--- src/rtl/arb_rr_4.sv ---
// Four-way round-robin arbiter with registered grant outputs and a dead cycle between grants.
// Defining ARB_TIMEOUT_EN adds an 8-bit hold counter that forces release after HOLD_MAX cycles.
module arb_rr_4 #(
   parameter logic [7:0] HOLD_MAX = 8'd200
) (
   input  logic       clk,
   input  logic       rst_n,
   input  logic       en,
   input  logic [3:0] req,
   output logic [3:0] gnt,
   output logic [1:0] gnt_idx,
   output logic       gnt_vld,
   output logic       timeout
);

   localparam logic [0:0] IDLE  = 1'b0;
   localparam logic [0:0] GRANT = 1'b1;

   logic [0:0] state_q, state_d;
   logic [1:0] ptr_q, ptr_d;
   logic [1:0] idx_q, idx_d;
   logic       vld_q, vld_d;
   logic [3:0] gnt_q, gnt_d;
   logic [1:0] sel;
   logic [1:0] cand;
   logic       found;
   logic       dropRel;
   logic       forcedRel;

`ifdef ARB_TIMEOUT_EN
   logic [7:0] hold_q, hold_d;
   logic       timeout_q, timeout_d;

   assign forcedRel = (hold_q == (HOLD_MAX - 8'd1));
   assign timeout   = timeout_q;
`else
   logic unusedHoldMax;

   assign unusedHoldMax = ^HOLD_MAX;
   assign forcedRel     = 1'b0;
   assign timeout       = 1'b0;
`endif

   // Rotating priority: first set request at or above ptr, wrapping modulo 4.
   always_comb begin
      sel   = ptr_q;
      cand  = 2'd0;
      found = 1'b0;
      for (int i = 0; i < 4; i++) begin
         cand = ptr_q + 2'(i);
         if (!found && req[cand]) begin
            sel   = cand;
            found = 1'b1;
         end
      end
   end

   assign dropRel = !req[idx_q] || !en;

   always_comb begin
      state_d = state_q;
      ptr_d   = ptr_q;
      idx_d   = idx_q;
      vld_d   = vld_q;
`ifdef ARB_TIMEOUT_EN
      hold_d    = hold_q;
      timeout_d = 1'b0;
`endif
      case (state_q)
         IDLE: begin
            if (en && (req != 4'b0000)) begin
               state_d = GRANT;
               idx_d   = sel;
               vld_d   = 1'b1;
`ifdef ARB_TIMEOUT_EN
               hold_d  = 8'd0;
`endif
            end
         end
         GRANT: begin
            if (dropRel || forcedRel) begin
               state_d = IDLE;
               vld_d   = 1'b0;
               ptr_d   = idx_q + 2'd1;
`ifdef ARB_TIMEOUT_EN
               // A voluntary drop on the limit cycle is not reported as a timeout.
               timeout_d = forcedRel && !dropRel;
`endif
            end else begin
`ifdef ARB_TIMEOUT_EN
               hold_d = hold_q + 8'd1;
`endif
            end
         end
         default: begin
            state_d = IDLE;
            vld_d   = 1'b0;
         end
      endcase
      gnt_d = vld_d ? (4'b0001 << idx_d) : 4'b0000;
   end

   always_ff @(posedge clk) begin
      if (!rst_n) begin
         state_q <= IDLE;
         ptr_q   <= 2'd0;
         idx_q   <= 2'd0;
         vld_q   <= 1'b0;
         gnt_q   <= 4'b0000;
`ifdef ARB_TIMEOUT_EN
         hold_q    <= 8'd0;
         timeout_q <= 1'b0;
`endif
      end else begin
         state_q <= state_d;
         ptr_q   <= ptr_d;
         idx_q   <= idx_d;
         vld_q   <= vld_d;
         gnt_q   <= gnt_d;
`ifdef ARB_TIMEOUT_EN
         hold_q    <= hold_d;
         timeout_q <= timeout_d;
`endif
      end
   end

   assign gnt     = gnt_q;
   assign gnt_idx = idx_q;
   assign gnt_vld = vld_q;

endmodule
--- config.mk ---
export PLATFORM = sky130hd
export DESIGN_NAME = arb_rr_4
export DESIGN_NICKNAME = d
export VERILOG_FILES = /design/src/rtl/arb_rr_4.sv
export SDC_FILE = /design/constraint.sdc
export NUM_CORES = 1
export LEC_CHECK = 0
export BUFFER_PORTS_ARGS = -buffer_cell sky130_fd_sc_hd__buf_2
export CORE_MARGIN = 2
export CORE_UTILIZATION = 35
export DETAILED_ROUTE_END_ITERATION = 16
export PLACE_DENSITY = 0.68
export SLEW_MARGIN = 20
export SYNTH_ARGS = -nofsm -noshare
export SYNTH_HDL_FRONTEND = slang
export SYNTH_SLANG_ARGS = --single-unit
export TNS_END_PERCENT = 100
--- constraint.sdc ---
create_clock -name clk -period 2.8 [get_ports clk]
set_clock_uncertainty 0.2 [all_clocks]
set_input_delay 0.28 -clock clk [delete_from_list [all_inputs] [get_ports clk]]
set_output_delay 0.28 -clock clk [all_outputs]
set_load 0.005 [all_outputs]
Yosys cells after proc, flatten, opt, wreduce, memory -nomap -nowiden
Cells that the tools add are included.

storage, ports and cells
  bits of input ports = 7
  bits in registers = 10
  word-level logic and storage cells = 53
  output and inout port bits = 8

cells by class
  muxes and demuxes = 24
  reductions and logical operators = 13
  shifts and indexed selects = 1
  bitwise gates (word level) = 1
  $add $sub $neg = 4
  order comparisons = 5

operators with widths
  cell                   number
  $lt A2 B3 Y1 const B   5
  $mux W1                12
  $bmux W1 S2            5
  $mux W2                5
  $logic_not A1 Y1       5
  $add A2 B1 Y2 const B  2
  $add A2 B2 Y2 const B  2
  $logic_and A1 B1 Y1    4
  $pmux W1 S2            2
  $reduce_and A2 Y1      2
  $reduce_bool A4 Y1     1
  $shl A1 B2 Y4 const A  1
  $logic_or A1 B1 Y1     1
  $not A1 Y1             1

Longest topological paths before layout
Gate-level depths: netlist of the first run.

  depth in word-level cells = 15
  gate-level depth with buffers = 4
  gate-level depth less buffers = 4

Worst setup path after synthesis of the first run
No wires, ideal clock.

  kind = input -> register
  start point = in req[2]
  end point = reg gnt_q[0] (netlist: gnt[0])
  data arrival time = 1.431 ns
  library setup time = 0.118 ns
  data required time = 2.482 ns
  stages = 4
  buffers on the path = 0
  path slack = 1.052 ns
  path through = or4_4 > and2_4 > o211ai_2 > and4bb_2

on the way
  word-level cells in the longest chain between the ends = 15
  elaborated cells between the ends (all ways) = 33
  those cells by class = 1 x shift; 21 x mux; 11 x reduce/logical

ends and longest elaborated chain
  element                        RTL line  source
  from (decl)                    9         input logic [3:0] req,
  $bmux W1 S2                    51        if (!found && req[cand]) begin
  $mux W1 (implied by the code)  51
  $mux W1                        51
  $logic_not A1 Y1               51
  $logic_and A1 B1 Y1            51
  $mux W1                        51
  $logic_not A1 Y1               51
  $logic_and A1 B1 Y1            51
  $mux W1                        51
  $logic_not A1 Y1               51
  $logic_and A1 B1 Y1            51
  $mux W2                        51
  $mux W2                        71        if (en && (req != 4'b0000)) begin
  $mux W2                        69        case (state_q)
  $shl A1 B2 Y4                  100       gnt_d = vld_d ? (4'b0001 << idx_d) : 4'b0000;
  to (signal assigned)           119       gnt_q <= gnt_d;
  to (decl)                      23        logic [3:0] gnt_q, gnt_d;

Several ways; a longest one is shown, not always the timed one. The select of a mux whose other input is x is not followed.
A chain may end at the register's enable or synchronous reset.

Worst setup path after layout of the first run
  start point = reg ptr_q[1]
  end point = reg gnt_q[0] (netlist: gnt[0])

on the way
  word-level cells in the longest chain between the ends = 15
  elaborated cells between the ends (all ways) = 26
  those cells by class = 3 x add/sub; 1 x shift; 16 x mux; 6 x reduce/logical

ends and longest elaborated chain
  element                                                                 RTL line  source
  from (decl)                                                             20        logic [1:0] ptr_q, ptr_d;
  from (signal assigned)                                                  116       ptr_q <= ptr_d;
  parallel branches: the longest is 11 deep, another holds $add A2 B1 Y2  -
  $mux W2 (*)                                                             51
  $mux W2 (*)                                                             71
  $mux W2 (*)                                                             69
  $shl A1 B2 Y4 (*)                                                       100

Mark *: on every way between the ends. The select of a mux whose other input is x is not followed.

==> summary.md, run 1 <==
| Metric | Value |
|---|---|
| Vias/cell | 5.22 |
| Final Setup Violations | 0 |
| Post-Synth Simple-Gate Area | 29.8% |
| Largest area contributor in the netlist | dfxtp_1 |
| Syn avg cell area | 10.2 sq um |
| Largest family of logic cells by synthesized area | simple AND/OR/NAND/NOR gates |
| Min Tclk post-route | 1.84 ns |
| Vias in the first global route | 407 |
| Port buffer count | 13 |
| WL final | 1.01 mm |
| Final Util | 44.3% |
| Chip width | ~43 um |
| GR Overflow Total | 0 |
| Power Total | 343 uW |
| Share of cells above drive strength 1 | 39.1% |
| First-pass GRT wire length | 1.68 mm |
| Post-route DRC violation count | 0 |
| Maximum vdd drop | ~0.27 mV |
| DR pass1 iterations | 1 |
| I/O pin cnt | 15 |
| Synth top area share | 37.2% |
| NumNets Final | 77 |
| Clock buffer count from CTS | 3 |
| Area contributors post-synth | dfxtp_1 (37%), nor2b_1 (5.8%), mux2i_1 (5.6%) |
| CTS tree | built |
| Critical path required time | 2.75 ns |
| CTS clock-pin slew for the worst setup and hold paths | 0.06 ns |
| Clk root buf | clkbuf_4 |
| Post-route setup slack | 0.964 ns |
| Compound-cell area share of the yosys netlist | 20.9% |
| Total of max-cap violations | 0 |
| Max Fanout on Critical Path | 6 |
| Setup bufs post-CTS | 0 |
| Post-Syn Area | 538 sq um |
| Post-Synth XOR/XNOR Area | 1.63% |
| Sum Neg Setup Slack | 0 ns |
| Worst Path Arrival | 1.79 ns |
| Total clock sinks | 10 |
| DRC violation total after the first TritonRoute iteration | 0 |
| CP cell instances | and3b_1, or4_4, a31oi_4, and4bb_2 |
| RSZ-0062 raised after global routing | no |
| DRT antenna net count | 0 |
| Final GP Congestion | 0.776 |
| Starting Density | 36.6% |
| Slowest cell on the critical path | or4_4 |
| DP Wirelength | 828 um |
| WL/cell | 11.9 um |
| Sequential share of the synthesized area | 37.2% |
| Hold buffer count at CTS | 0 |
| CP peak stage delay | 0.53 ns |
| Hold Path Class | in -> reg |
| Syn Inst Count | 53 |
| Die ar. | between 0.0015 and 0.002 sq mm |
| Cells resized by post-CTS repair | 0 |
| Via count | about 440 |
| Fmax | around 540 MHz |
| Synthesis Warnings | 0 |
| Total track usage | approximately an eighth |
| Mux share of post-synthesis cell area | under 10% |
| Core footprint | 0.00147 sq mm |
| Final slew viol count | 0 |
| CP Launch Type | flip-flop |
| CTS H-Tree Depth | 1 |
| Outcome | completed |
| Antenna cell count | 0 |
| PwrDens | between 500 and 600 mW/mm^2 |
| Placed Area | 616 sq um |
| Final worst path period share | 65.6% |
| Yosys cell types | 30 |
| Clk_lat worst skew | about 0.26 ns |
| Syn_nets | 60 |
| Die Height | 43.2 um |
| Largest net degree at the start of global routing | 8 |
| Post-Synth Adder-Cell Area | 0% |
| Crit. End Element | flip-flop |
| Clk buf depth | 2 |
| Final hold violations | 0 |
| Synth Register Bits | 10 |
| Layout area overhead | 21.2% |
| Initial antenna violation count | 0 |
| # rows | 14 |
| Place WS | between 0.8 and 0.9 ns |
| Final instance area | 652 sq um |
| Leakage Power | 0.282 nW |
| WS Path Type | reg -> reg |
[metrics by stage]
step                      hold WS [ns]  std cells
after floorplan                  0.202         53
after global placement           0.282         81
after detailed placement         0.282         81
after CTS                       0.0766         85
after global routing            0.0827         85
final                           0.0823         85
[state kept, by name, indices dropped and copies added (netlist names)]
name,flops
gnt,4
gnt_idx,2
ptr_q,2
gnt_vld,1
state_q,1
[worst max-delay path, delay by kind of cell (launching register included)]
| kind | cells | cell delay [ns] |
|---|---|---|
| and+or+nand+nor | 3 | 0.96 |
| AOI/OAI and AO/OA | 1 | 0.21 |
| DFF | 1 | 0.35 |
[report_power, final]
group          switching (mW)  internal, mW  total (mW)
Combinational          0.0298        0.0307      0.0605
Clock                  0.0456        0.0788       0.124
Sequential            0.00764         0.151       0.158
[Yosys cell counts]
cell type and instances:
xor2_1 1, nor2_1 1, buf_4 1, mux2_2 1, a211oi_1 2, dfxtp_1 10
and4b_1 1, and3b_1 1, a31o_1 1, or2_2 1, nor3b_1 1, mux2i_1 3
and2b_2 1, o211ai_2 1, o221ai_1 2, and4bb_2 1, a211oi_2 1, conb_1 1
o21ai_0 1, nand2_1 3, a21boi_0 2, a31oi_4 1, a21oi_1 1, nor2b_1 5
inv_1 1, nand2b_1 2, and2_4 1, and2_1 1, or4_4 2, nor3_1 2
[area by class of cell]
| class | instances | area [sq um] |
|---|---|---|
| multi-input cells | 41 | 327 |
| fillers | 160 | 820 |
| inverters | 1 | 3.75 |
| clock buffers | 4 | 36.3 |
| flip-flops and latches | 10 | 200 |
| repair buffers | 13 | 65.1 |
| well taps | 16 | 20.0 |
[cells by family after synthesis]
kind of cell,after synthesis
and+or+nand+nor,23
buffers and inverters,2
AOI/OAI and AO/OA,12
DFF,10
muxes,4
xor gates and xnor gates,1
other,1
[final timing paths]
kind | from | to | slack (ns) | cells past startpoint
setup / recovery | ptr_q[1] | gnt[0] | 0.96 | 4
hold / removal | en | state_q | 0.08 | 3
setup reg to reg | ptr_q[1] | gnt[0] | 0.96 | 4
hold reg to reg | state_q | state_q | 0.29 | 1
[placed cells by master, fill, tap and decap left out, drive strengths merged]
| cell type | instances |
|---|---|
| a211oi | 3 |
| a21boi | 2 |
| a21oi | 1 |
| a31o | 1 |
| a31oi | 1 |
| and2 | 2 |
| and2b | 1 |
| and3b | 1 |
| and4b | 1 |
| and4bb | 1 |
| buf | 13 |
| clkbuf | 4 |
| conb | 1 |
| dfxtp | 10 |
| inv | 1 |
| mux2 | 1 |
| mux2i | 3 |
| nand2 | 3 |
| nand2b | 2 |
| nor2 | 1 |
| nor2b | 5 |
| nor3 | 2 |
| nor3b | 1 |
| o211ai | 1 |
| o21ai | 1 |
| o221ai | 2 |
| or2 | 1 |
| or4 | 2 |
| xor2 | 1 |
[metal layers]
metal	track usage, %	up-vias	wire length [um]
met5	0	-	0
met2	20.0	10	492
met3	2.55	2	41
met4	3.64	0	8
met1	14.6	206	470
li1	-	226	-
Note: power is estimated with default switching activity, not from simulation.
==> run 2, diff against run 1 <==
ABC_AREA = 1   (was not set)
clock period = 1.65 ns   (was 2.8 ns; I/O delays follow)
==> summary.md, run 2 <==
| Metric | Value |
|---|---|
| Outcome | complete, but fails checks |
| Failing checks | setup timing |
| Total clock sinks | 10 |
| Crit. End Element | flip-flop |
| # rows | 16 |
| Largest area contributor in the netlist | dfxtp_1 |
| Syn_nets | 126 |
| Yosys cell types | 19 |
| CTS tree | built |
| Final worst path period share | 104% |
| R2R Path End | gnt[1] |
| Starting Density | 36.9% |
| Final slew viol count | 0 |
| I/O pin cnt | 15 |
| CP peak stage delay | 0.37 ns |
| Reg-to-Reg Start | ptr_q[0] |
| Comb power frac | 40.6% |
| Sum Neg Setup Slack | -0.167 ns |
| Max reg flops | 4 |
| Final hold violations | 0 |
| WL/cell | approximately 10 um |
| DRC violation total after the first TritonRoute iteration | 8 |
| Post-route setup slack | -0.0587 ns |
| Final Setup Violations | 4 |
| NumNets Final | 153 |
| Synth Flop Type | dfxtp_1 |
| Area contributors post-synth | dfxtp_1 (28%), nand2_1 (26%), nand3_1 (9.8%) |
| CP cell instances | buf_6, nand2_1, nand2_1, nand2_2, nand2_4, nor2_4, nand2_1, nand2_1, nand2_1, nand2_1, nand2_1, nand2_2, nand2_2, nand2_2, nor2_1 |
| Clock Power Share | 25.7% |
| Leakage Power | 0.528 nW |
| PwrDens | ~870 mW/mm^2 |
| Share of cells above drive strength 1 | 41.4% |
| Critical Path Source | ptr_q[0] |
| WL final | 1.74 mm |
| Total of max-cap violations | 0 |
| Placed Area | 856 sq um |
| Most common cell in the netlist | nand2_1 |
| Async S/R FF share, synth | 0% |
| Synth top cells by count | nand2_1 (49), nand3_1 (14), dfxtp_1 (10) |
| Sequential share of the synthesized area | about 28% |
| Syn Inst Count | 119 |
| Critical path's most frequent cell | nand2_1 |
| Core footprint | about 0.0019 sq mm |
| First-pass GRT wire length | 2.79 mm |
| Layout area overhead | 40.0% |
| Antenna cell count | 0 |
| FF-to-FF setup slack | -0.06 ns |
| CTS H-Tree Depth | 1 |
| Critical path required time | ~1.6 ns |
| Min Tclk post-route | 1.71 ns |
| Die ar. | 0.00242 sq mm |
| Maximum vdd drop | slightly below 0.5 mV |
| Synth top area share | about 28% |
| Worst setup endpoint | gnt[1] |
| DRT antenna net count | 0 |
| Worst reg2reg path depth | 15 |
| Crit path max-delay family | simple AND/OR/NAND/NOR gates |
| Synthesis Warnings | 0 |
| Port buffer count | 13 |
| Synth Register Bits | 10 |
| Die Height | a little under 50 um |
| Vias/cell | approximately 4.6 |
| Commonest non-fill, non-tap cell in the layout | nand2_1 |
| Post-Syn Area | 716 sq um |
| Cell depth of the worst setup path | 15 |
| Post-route DRC violation count | 0 |
| Leading cell types in the layout, fill and taps excluded | nand2_1 (41), buf_2 (13), nand2_2 (12), nand3_1 (9), buf_4 (9) |
| Seq pwr share | 33.6% |
| Switching Share | 37.0% |
| Initial antenna violation count | 0 |
| Hold Path Class | in -> reg |
| Syn avg cell area | 6.01 sq um |
| DP Wirelength | around 1.3 mm |
| Cell-internal power | 547 uW |
| GR Overflow Total | 0 |
| Via count | 798 |
| DR pass1 iterations | 4 |
| WP buf/inv | 1 |
| CTS clock-pin slew for the worst setup and hold paths | about 0.070 ns |
| RSZ-0062 raised after global routing | yes |
| Clk root buf | clkbuf_4 |
| Worst Path Arrival | 1.68 ns |
| Total track usage | 14.5% |
| Sw power | 320 uW |
| Final instance area | between 0.001 and 0.0015 sq mm |
| Largest net degree at the start of global routing | 13 |
| CP Launch Type | flip-flop |
| Vias in the first global route | 725 |
| Clock buffer count from CTS | 3 |
| Chip width | ~50 um |
| Final GP Congestion | 0.758 |
| WS Path Type | reg -> reg |
| Slowest cell on the critical path | dfxtp_4 |
| Fmax | 585 MHz |
| Clk_lat worst skew | 0.27 ns |
| Clk buf depth | 2 |
| Max Fanout on Critical Path | 6 |
| EDFF count, synth | 0 |
## run 2: how the worst min path moves through the flow
stage,cells after the start,to,startpoint,slack (ns)
finish,5,state_q,req[2],0.15
CTS,5,state_q,req[2],0.13
global route,5,state_q,req[2],0.20
global placement,3,ptr_q[1],rst_n,0.25
detailed placement,3,ptr_q[0],rst_n,0.25
floorplan,2,gnt_idx[0],rst_n,0.1
## run 2: power groups by stage
stage / combinational, mW / clock, mW / sequential, mW
after floorplan: 0.227 / 0 / 0.285
after global placement: 0.300 / 0 / 0.290
after detailed placement: 0.307 / 0 / 0.291
after CTS: 0.322 / 0.234 / 0.288
after global routing: 0.391 / 0.245 / 0.295
final: 0.352 / 0.223 / 0.292
## run 2: cell families (layout without fill, tap and decap cells)
kind of cell / Yosys count / in the layout / synth area share, %
simple gates: 80 / 80 / 49.8
xor+xnor: 1 / 1 / 1.22
compound gates: 10 / 10 / 8.57
flops: 10 / 10 / 28.0
other cells: 1 / 1 / 0.524
buf+inv: 17 / 43 / 11.9
## run 2: repair_timing
item                                   in CTS  in global routing
setup endpoints to repair                   6                  6
hold buffers                                2                  0
buffers inserted                            1                  0
pin swaps                                   8                 10
endpoints found under the hold margin       5                  0
gates resized for setup                     8                 18
## run 2: layout make-up
class	instances	area (sq um)
Timing Repair Buffer	26	175
Fill cell	204	940
Tap cell	27	33.8
Multi-Input combinational cell	92	488
Clock buffer	4	36.3
Sequential cell	10	208
Inverter	13	61.3
## run 2: metrics by stage
| stage | hold slack (ns) | power, mW | setup WS, ns | util (%) | std cells |
|---|---|---|---|---|---|
| 2_1_floorplan | 0.0984 | 0.513 | 0.0240 | - | 119 |
| 3_3_place_gp | 0.249 | 0.590 | -0.102 | 44.1 | 165 |
| 3_5_place_dp | 0.252 | 0.597 | -0.127 | 44.1 | 165 |
| 4_1_cts | 0.131 | 0.844 | -0.0528 | 48.3 | 172 |
| 5_1_grt | 0.201 | 0.931 | -0.185 | 51.6 | 172 |
| 6_report | 0.147 | 0.867 | -0.0587 | 51.6 | 172 |
## run 2: worst min-delay path: stages
cell     delay (ns)
buf_2          0.11
inv_2          0.06
nand4_1        0.10
a21oi_1        0.07
nor2_1         0.08
## run 2: per-layer routing
metal	wire, um	track usage (%)	share of wire, %
met5	0	0	0
met4	29	7.14	1.7
met3	58	2.76	3.3
met2	858	24.8	49
met1	798	17.3	46
